## src/rtl/pong_pkg.sv

```systemverilog
// Shared encodings and defaults for the ping-pong game sequencer.
package pong_pkg;

  typedef enum logic [2:0] {
    ST_NEWGAME = 3'd0,
    ST_PLAY    = 3'd1,
    ST_NEWBALL = 3'd2,
    ST_OVER    = 3'd3,
    ST_PAUSE   = 3'd5
  } state_e;

  localparam logic [1:0] TXT_RULE  = 2'b00;
  localparam logic [1:0] TXT_SCORE = 2'b01;
  localparam logic [1:0] TXT_OVER  = 2'b10;

  localparam int BALLS_DEFAULT       = 3;
  localparam int TIMER_TICKS_DEFAULT = 120;

  // PAUSE reports itself as PLAY on the two-bit debug code.
  function automatic logic [1:0] state_code(input state_e s);
    case (s)
      ST_NEWGAME: state_code = 2'd0;
      ST_PLAY:    state_code = 2'd1;
      ST_NEWBALL: state_code = 2'd2;
      ST_OVER:    state_code = 2'd3;
      ST_PAUSE:   state_code = 2'd1;
      default:    state_code = 2'd0;
    endcase
  endfunction

endpackage

```

## src/rtl/pong_bcd_counter.sv

```systemverilog
// Two-digit BCD score counter: clear wins over increment, 99 wraps to 00.
module pong_bcd_counter (
  input  logic       clk_i,
  input  logic       rst_ni,
  input  logic       clr_i,
  input  logic       inc_i,
  output logic [3:0] d1_o,
  output logic [3:0] d0_o
);

  logic [3:0] d1_q, d1_d;
  logic [3:0] d0_q, d0_d;

  always_comb begin
    d1_d = d1_q;
    d0_d = d0_q;
    if (clr_i) begin
      d1_d = 4'd0;
      d0_d = 4'd0;
    end else if (inc_i) begin
      if (d0_q == 4'd9) begin
        d0_d = 4'd0;
        d1_d = (d1_q == 4'd9) ? 4'd0 : d1_q + 4'd1;
      end else begin
        d0_d = d0_q + 4'd1;
      end
    end
  end

  always_ff @(posedge clk_i or negedge rst_ni) begin
    if (!rst_ni) begin
      d1_q <= 4'd0;
      d0_q <= 4'd0;
    end else begin
      d1_q <= d1_d;
      d0_q <= d0_d;
    end
  end

  assign d1_o = d1_q;
  assign d0_o = d0_q;

endmodule

```

## src/rtl/pong_game_ctrl.sv

```systemverilog
// Game-level sequencer: start, play, ball hold, game over; registered outputs.
// Optional PAUSE state on a rising edge of both buttons when PONG_PAUSE_EN is defined.
module pong_game_ctrl
  import pong_pkg::*;
#(
  parameter int BALLS       = BALLS_DEFAULT,
  parameter int TIMER_TICKS = TIMER_TICKS_DEFAULT
) (
  input  logic       clk,
  input  logic       reset,
  input  logic [1:0] btn,
  input  logic       refr_tick,
  input  logic       hit,
  input  logic       miss,
  output logic       graph_still,
  output logic [1:0] text_sel,
  output logic [3:0] score_d1,
  output logic [3:0] score_d0,
  output logic [2:0] ball_left,
  output logic [1:0] game_state
);

  localparam logic [2:0] BALLS_W = 3'(BALLS);
  localparam logic [6:0] TICKS_W = 7'(TIMER_TICKS);

  state_e     state_q;
  logic [2:0] ball_left_q;
  logic [6:0] timer_q;
  logic       graph_still_q;
  logic [1:0] text_sel_q;
  logic       score_inc;
  logic       score_clr;

`ifdef PONG_PAUSE_EN
  logic [1:0] btn_q;
  logic       pause_edge;

  always_ff @(posedge clk or negedge reset) begin
    if (!reset) btn_q <= 2'b00;
    else        btn_q <= btn;
  end

  assign pause_edge = (btn == 2'b11) && (btn_q != 2'b11);
  assign score_inc  = hit && (state_q == ST_PLAY) && !pause_edge;
`else
  assign score_inc  = hit && (state_q == ST_PLAY);
`endif
  assign score_clr  = (state_q == ST_OVER) && (timer_q == 7'd0);

  always_ff @(posedge clk or negedge reset) begin
    if (!reset) begin
      state_q       <= ST_NEWGAME;
      ball_left_q   <= BALLS_W;
      timer_q       <= 7'd0;
      graph_still_q <= 1'b1;
      text_sel_q    <= TXT_RULE;
    end else begin
      case (state_q)
        ST_NEWGAME: begin
          if (btn != 2'b00) begin
            state_q       <= ST_PLAY;
            ball_left_q   <= ball_left_q - 3'd1;
            graph_still_q <= 1'b0;
            text_sel_q    <= TXT_SCORE;
          end
        end
        ST_PLAY: begin
`ifdef PONG_PAUSE_EN
          if (pause_edge) begin
            state_q       <= ST_PAUSE;
            graph_still_q <= 1'b1;
          end else
`endif
          // A coincident hit is scored by the counter in the same cycle.
          if (miss) begin
            timer_q       <= TICKS_W;
            graph_still_q <= 1'b1;
            if (ball_left_q == 3'd0) begin
              state_q    <= ST_OVER;
              text_sel_q <= TXT_OVER;
            end else begin
              state_q     <= ST_NEWBALL;
              ball_left_q <= ball_left_q - 3'd1;
            end
          end
        end
        ST_NEWBALL: begin
          if (timer_q == 7'd0) begin
            if (btn != 2'b00) begin
              state_q       <= ST_PLAY;
              graph_still_q <= 1'b0;
            end
          end else if (refr_tick) begin
            timer_q <= timer_q - 7'd1;
          end
        end
        ST_OVER: begin
          if (timer_q == 7'd0) begin
            state_q       <= ST_NEWGAME;
            ball_left_q   <= BALLS_W;
            graph_still_q <= 1'b1;
            text_sel_q    <= TXT_RULE;
          end else if (refr_tick) begin
            timer_q <= timer_q - 7'd1;
          end
        end
`ifdef PONG_PAUSE_EN
        ST_PAUSE: begin
          if (pause_edge) begin
            state_q       <= ST_PLAY;
            graph_still_q <= 1'b0;
          end
        end
`endif
        default: begin
          state_q       <= ST_NEWGAME;
          graph_still_q <= 1'b1;
          text_sel_q    <= TXT_RULE;
        end
      endcase
    end
  end

  pong_bcd_counter u_score (
    .clk_i  (clk),
    .rst_ni (reset),
    .clr_i  (score_clr),
    .inc_i  (score_inc),
    .d1_o   (score_d1),
    .d0_o   (score_d0)
  );

  assign graph_still = graph_still_q;
  assign text_sel    = text_sel_q;
  assign ball_left   = ball_left_q;
  assign game_state  = state_code(state_q);

endmodule

```

## config.mk

```make
export PLATFORM = sky130hd
export DESIGN_NAME = pong_game_ctrl
export DESIGN_NICKNAME = d
export VERILOG_FILES = /design/src/rtl/pong_pkg.sv /design/src/rtl/pong_bcd_counter.sv /design/src/rtl/pong_game_ctrl.sv
export SDC_FILE = /design/constraint.sdc
export NUM_CORES = 1
export LEC_CHECK = 0
export ABC_AREA = 1
export CORE_ASPECT_RATIO = 1.75
export CORE_MARGIN = 2
export CORE_UTILIZATION = 40
export CTS_CLUSTER_SIZE = 25
export DETAILED_ROUTE_END_ITERATION = 8
export GPL_TIMING_DRIVEN = 0
export PLACE_DENSITY = 0.6
export RECOVER_POWER = 100
export REMOVE_ABC_BUFFERS = 1
export SLEW_MARGIN = 20
export SYNTH_ARGS = -nofsm -noshare
export SYNTH_HDL_FRONTEND = slang
export SYNTH_SLANG_ARGS = --single-unit
```

## constraint.sdc

```tcl
create_clock -name clk -period 1.8 [get_ports clk]
set_input_delay 0.18 -clock clk [delete_from_list [all_inputs] [get_ports clk]]
set_output_delay 0.18 -clock clk [all_outputs]
set_load 0.01 [all_outputs]
```

==> impl_results.md, run 1 <==
- P_sw: 0.00122 W
- Layout area overhead: 19.5%
- Number of flops mapped to enable cells by yosys: 0
- Adder-Cell Fraction of Synth Area: under 10%
- Post-Synth Simple-Gate Area: between 30% and 40%
- Clk_lat worst skew: about 0.26 ns
- Synth area leader: dfrtp_1
- Synth cell types: 26
- CTS tree: yes
- Setup CP Type: register to primary output
- R2r worst-path depth: 8
- Register area share after synthesis: 39.3%
- Netlist Area Pre-Place: 1470 um2
- Synth cell count leaders: nand2_1, dfrtp_1, inv_1, nand3_1, nor2_1
- CP Cell Sequence: clkdlybuf4s50_1
- Pwr Density: 1550 nW/um2
- Combinational Power Share: 52.2%
- Vias in the first global route: 1233
- TritonRoute pass-1 iters: 4
- Top post-synthesis cells by area: dfrtp_1, nand2_1, nand3_1
- DIE HEIGHT: 84.3 um
- Die area: 4200 um2
- Crit path capture type: primary output
- Peak Freq: 601 MHz
- Vias/cell: 4.86
- Hold crit path type: input port to asynchronous set/reset pin
- WP buf/inv: 1
- Largest family of logic cells by synthesized area: simple AND/OR/NAND/NOR gates
- Startpoint types: register
- CORE AREA: 3590 um2
- Worst EP required: 1.62 ns
- Leakage: 0.892 nW
- Global route total overflow: 0
- Synth top area share: 34.0%
- Maximum VDD drop: 0.900 mV
- Async SR Flop Fraction: 100%
- Total Wirelength: a little under 3 mm
- Root buffer cell: clkbuf_8
- Syn Inst Count: 184
- Yosys reg bits: 23
- Compound-Gate Fraction of Synth Area: 7.65%
- CTS Buffer Depth: 2
- CTS Buf Count: 3
- Sequential power share: between 30% and 40%
- Initial drt markers: 27
- Via count: approximately 1200
- Max Transition Viols Final: 0
- DP HPWL: 2.35 mm
- Mux cell area share after synthesis: 0%
- Switch share: 44.8%
- Skew final: between 0.006 and 0.007 ns
- Largest net degree at the start of global routing: 24
- FP Rows: 29
- Synth Area per Inst: 8.00 um2
- Crit-path max cell delay: 0.62 ns
- Crit-path max FO: 10
- Post-Synth XOR/XNOR Area: 2.97%
- Initial antenna violation count: 0
- Sink Count: 23
- GPL Wtd Cong: 0.802
- Final ANT Viol Nets: 0
- Slew @ Worst Pin: ~0.59 ns
- Crit path arrival time: about 1.5 ns
- Crit path max-delay family: buffers and inverters
- Post-CTS setup buffer count: 0
- GRT Total Usage: 16.4%
- Final hold slack: 0.446 ns
- First-pass GRT wire length: 5.51 mm
- Share of cells above drive strength 1: 13.5%
- Clk pin slew, worst setup/hold paths: 0.09 ns
- DRC: 0
- Status: finished, final reports clean
- RSZ-0062 raised after global routing: no
- Max-slew headroom: 60.5%
- I/O pin cnt: 23
- R2R Setup Slk: 0.18 ns
- WL per Instance: around 12 um
- Power share of the clock group: 11.8%
- Min cycle time layout: 1.66 ns
- Worst r2r src: timer_q[0]
- Final hold viol count: 0
- Tcrit/Tclk final: 92.4%
- Internal power: 0.00151 W
- H-tree depth: 1
- Die Wd: 49.9 um
- Final #Nets: around 220
- Setup TNS: 0 ns
- Port bufs: 22
- CTS resizes: 0
- Main synth FF type: dfrtp_1
- Ant. Diodes: 0
- Ys Warns: 0
- Maxcap violations: 0
- Top-count cell post-synth: nand2_1
- Worst r2r dst: state_q[0]
- Initial core utilization: 41.0%
- Slowest CP cell: clkdlybuf4s50_1
- Setup violations, final: 0
[cell type report]
type | instances | area [um2]
fillers | 345 | 1830
repair buffers | 23 | 225
well taps | 46 | 57.6
multi-input cells | 134 | 759
flip-flops and latches | 23 | 579
clock buffers | 4 | 45.0
inverters | 24 | 93.8
[power groups by stage]
stage	clock network (W)	logic [W]	registers, W
2_1_floorplan	0	0.000988	0.00102
5_1_grt	0.000353	0.00165	0.00103
3_5_place_dp	0	0.00152	0.00100
4_1_cts	0.000335	0.00153	0.000997
3_3_place_gp	0	0.00148	0.000996
6_report	0.000322	0.00143	0.000982
[kinds of logic after synthesis]
kind of cell / after synthesis
and+or+nand+nor: 103
DFF: 23
AOI/OAI and AO/OA: 19
xor gates and xnor gates: 5
buffers and inverters: 27
adders and majority gates: 7
[routing by layer]
layer / GRT usage [%] / wire length, um / share of wire (%) / vias up
li1: - / - / - / 643
met1: 18.9 / 1270 / 43 / 579
met2: 30.4 / 1580 / 54 / 11
met3: 1.96 / 49 / 1.7 / 2
met4: 5.30 / 34 / 1.2 / 0
met5: 0 / 0 / 0 / -
[worst register-to-register path, delay by kind of cell, from the launching register on]
family                     cells  cell delay [ns]
DFF                            1             0.39
AOI/OAI and AO/OA              2             0.42
adders and majority gates      1             0.22
buffers and inverters          2             0.21
and+or+nand+nor                3             0.31
[metrics by stage]
step | instances | worst slack (ns) | instance area, um2 | total power (W) | utilization, %
floorplan | 181 | 0.383 | 1450 | 0.00201 | -
global placement | 249 | 0.247 | 1730 | 0.00248 | 48.2
detailed placement | 249 | 0.234 | 1730 | 0.00253 | 48.2
CTS | 253 | 0.108 | 1780 | 0.00286 | 49.5
global route | 254 | 0.0282 | 1760 | 0.00303 | 49.0
finish | 254 | 0.137 | 1760 | 0.00273 | 49.0
[cell usage in the layout, fill, tap and decap left out, drive strengths merged]
cell type      synthesis  routed
xnor2                  3       3
inv                   23      23
ha                     7       7
o21ai                 16      16
a21oi                  2       2
nor2                  22      22
nand4                  8       8
clkdlybuf4s50          0       6
dfstp                  3       3
nand2                 52      52
clkbuf                 2       5
nand3                 21      21
dfrtp                 20      20
clkinv                 1       1
dlygate4sd3            0      16
xor2                   2       2
a21boi                 1       1
[how the worst max path moves through the flow]
stage | to | slack, ns | start | depth (start not counted)
global route | state_q[0] | 0.03 | timer_q[0] | 8
global placement | u_score.d0_o[0] | 0.25 | timer_q[0] | 9
finish | game_state[1] | 0.14 | state_q[1] | 1
floorplan | u_score.d0_o[2] | 0.38 | timer_q[0] | 9
detailed placement | timer_q[3] | 0.23 | timer_q[0] | 9
CTS | game_state[1] | 0.11 | state_q[1] | 1
[flip-flops by register name, indices dropped and copies added, names as in the netlist]
register	cells
ball_left	3
graph_still	1
state_q	2
text_sel	2
timer_q	7
u_score.d0_o	4
u_score.d1_o	4
[repair_timing]
action                                  CTS  global route
hold buffers                              0             1
hold endpoints to repair                  0            20
endpoints found under the setup margin    0             0
Power figures use the tool's default switching activity.
==> run 2: changes to the inputs <==
==> constraint.sdc (replaced) <==
create_clock -name clk -period 1.7 [get_ports clk]
set_input_delay 0.17 -clock clk [delete_from_list [all_inputs] [get_ports clk]]
set_output_delay 0.17 -clock clk [all_outputs]
set_load 0.01 [all_outputs]
==> run 2 against run 1 <==
Net effect: sequential share of layout area decreased by 0.069 points; global-route usage did not move; sequential power grew 6%; register-to-register slack hardly changed; utilization up 0.21 points; sequential cell count unchanged; hold slack got worse by 0.0099 ns; clock skew rose by 0.0011 ns; critical endpoint is now ball_left[0].
==> impl_results.md, run 2 (synthesized netlist as in run 1, its figures left out) <==
- Setup TNS: 0 ns (unchanged)
- GRT Total Usage: 16.4% (unchanged)
- Clk_lat worst skew: 0.26 ns (about the same)
- FP Rows: 29 (unchanged)
- DIE HEIGHT: 84.3 um (unchanged)
- Status: finished, final reports clean
- Final hold viol count: 0 (unchanged)
- Hold crit path type: input port to asynchronous set/reset pin
- Min cycle time layout: 1.59 ns
- Vias in the first global route: 1233 (unchanged)
- Crit path capture type: primary output
- Total Wirelength: 2.93 mm (-0.37%)
- Internal power: 0.00160 W (+6.1%)
- Die Wd: 49.9 um (unchanged)
- Sink Count: 23 (unchanged)
- Setup violations, final: 0 (unchanged)
- DRC: 0 (unchanged)
- Power share of the clock group: 11.7% (about the same)
- Via count: 1244 (+0.73%)
- Setup CP Type: register to primary output
- Slew @ Worst Pin: 0.587 ns (-0.00444 ns)
- Crit path arrival time: 1.42 ns (-0.06 ns)
- Util after Layout: 49.2% (+0.21 points)
- I/O pin cnt: 23 (unchanged)
- DP HPWL: 2.35 mm (unchanged)
- RSZ-0062 raised after global routing: no
- R2r worst-path depth: 8 (unchanged)
- Vias/cell: 4.90 (+0.73%)
- CTS tree: yes
- Crit path max-delay family: buffers and inverters
- CP Cell Sequence: dlygate4sd3_1
- Max Transition Viols Final: 0 (unchanged)
- Final ANT Viol Nets: 0 (unchanged)
- Combinational Power Share: 52.3% (about the same)
- CORE AREA: 3590 um2 (unchanged)
- Largest net degree at the start of global routing: 24 (unchanged)
- Setup ws final: 0.108 ns (-0.0298 ns)
- Max reg flops: 7 (unchanged)
- Crit-path max cell delay: 0.60 ns (-0.02 ns)
- Startpoint types: register
- TritonRoute pass-1 iters: 4 (unchanged)
- Final #Nets: 223 (unchanged)
- Tcrit/Tclk final: 93.7%
- Pwr Density: 1640 nW/um2 (+5.8%)
- Max-slew headroom: 60.8% (+0.30 points)
- Skew final: 0.00707 ns (+0.00106 ns)
- P_sw: 0.00130 W (+6.4%)
- Crit-path max FO: 4 (-6)
- Slowest CP cell: dlygate4sd3_1
- Root buffer cell: clkbuf_8
- Initial core utilization: 41.0% (unchanged)
- Leakage: 0.888 nW (-0.39%)
- Initial drt markers: 32 (+19%)
- H-tree depth: 1 (unchanged)
- WP buf/inv: 1 (unchanged)
- Most frequent cells in the layout: nand2_1, dfrtp_1, inv_1, nand3_1
- Die area: 4200 um2 (unchanged)
- WL per Instance: 11.5 um (-0.37%)
- CTS Buf Count: 3 (unchanged)
- Share of cells above drive strength 1: 14.9% (+1.4 points)
- Worst EP required: 1.53 ns (-0.09 ns)
- Post-CTS setup buffer count: 0 (unchanged)
- First-pass GRT wire length: 5.51 mm (unchanged)
- Clk pin slew, worst setup/hold paths: 0.09 ns (about the same)
- Crit. path cell count: 1 (unchanged)
- Peak Freq: 628 MHz
- Ant. Diodes: 0 (unchanged)
- Maximum VDD drop: 0.952 mV (+5.8%)
- Port bufs: 22 (unchanged)
- Largest Register: timer_q
- Switch share: 44.9% (+0.066 points)
- Maxcap violations: 0 (unchanged)
- GPL Wtd Cong: 0.802 (unchanged)
- Global route total overflow: 0 (unchanged)
- Initial antenna violation count: 0 (unchanged)
- CTS Buffer Depth: 2 (unchanged)
- Layout area overhead: 20.1%
- Placement Setup Slack: 0.134 ns (-0.100 ns)
- Sequential power share: 35.9% (about the same)
- Most common cell after layout, fill and taps aside: nand2_1
run 2: what timing repair did:
item | in CTS | in global routing
endpoints found under the setup margin | 0 | 8
hold buffers | 0 | 1
endpoints found under the hold margin | 0 | 20
gates resized for setup | 0 | 2
run 2: routing by layer:
metal  wire [um]  part of all wire (%)  vias to the layer above  GRT usage, %
met5           0                     0                        -             0
met4          34                   1.2                        0          5.30
met3          53                   1.8                        2          1.96
met2        1590                    54                       13          30.4
met1        1250                    43                      588          18.9
li1            -                     -                      641             -
run 2: power by group through the flow:
stage | Sequential (W) | Clock, W | Combinational, W
after floorplan | 0.00108 | 0 | 0.00105
after global placement | 0.00105 | 0 | 0.00157
after detailed placement | 0.00106 | 0 | 0.00161
after CTS | 0.00106 | 0.000355 | 0.00162
after global routing | 0.00109 | 0.000374 | 0.00175
final | 0.00104 | 0.000340 | 0.00152
run 2: layout make-up:
type	count	area [um2]
Clock buffer	4	45.0
Fill cell	344	1820
Sequential cell	23	581
Multi-Input combinational cell	134	766
Tap cell	46	57.6
Inverter	24	93.8
Timing Repair Buffer	23	225
run 2: worst paths after layout:
check / startpoint / endpoint / slack, ns
max in group asynchronous: reset / state_q[1] / 0.85
min in group clk: ball_left[1] / ball_left[1] / 0.47
worst max register to register: timer_q[0] / state_q[0] / 0.17
worst min register to register: ball_left[1] / ball_left[1] / 0.47
worst min-delay path: reset / timer_q[2] / 0.44
worst max-delay path: ball_left[0] / ball_left[0] / 0.11
run 2: per-stage QoR:
step	instances	hold slack, ns	total power [W]	instance area (um2)
final	254	0.436	0.00290	1770
after global placement	249	0.457	0.00263	1730
after floorplan	181	-0.126	0.00213	1450
after CTS	253	0.479	0.00303	1780
after detailed placement	249	0.463	0.00267	1730
after global routing	254	0.503	0.00322	1770
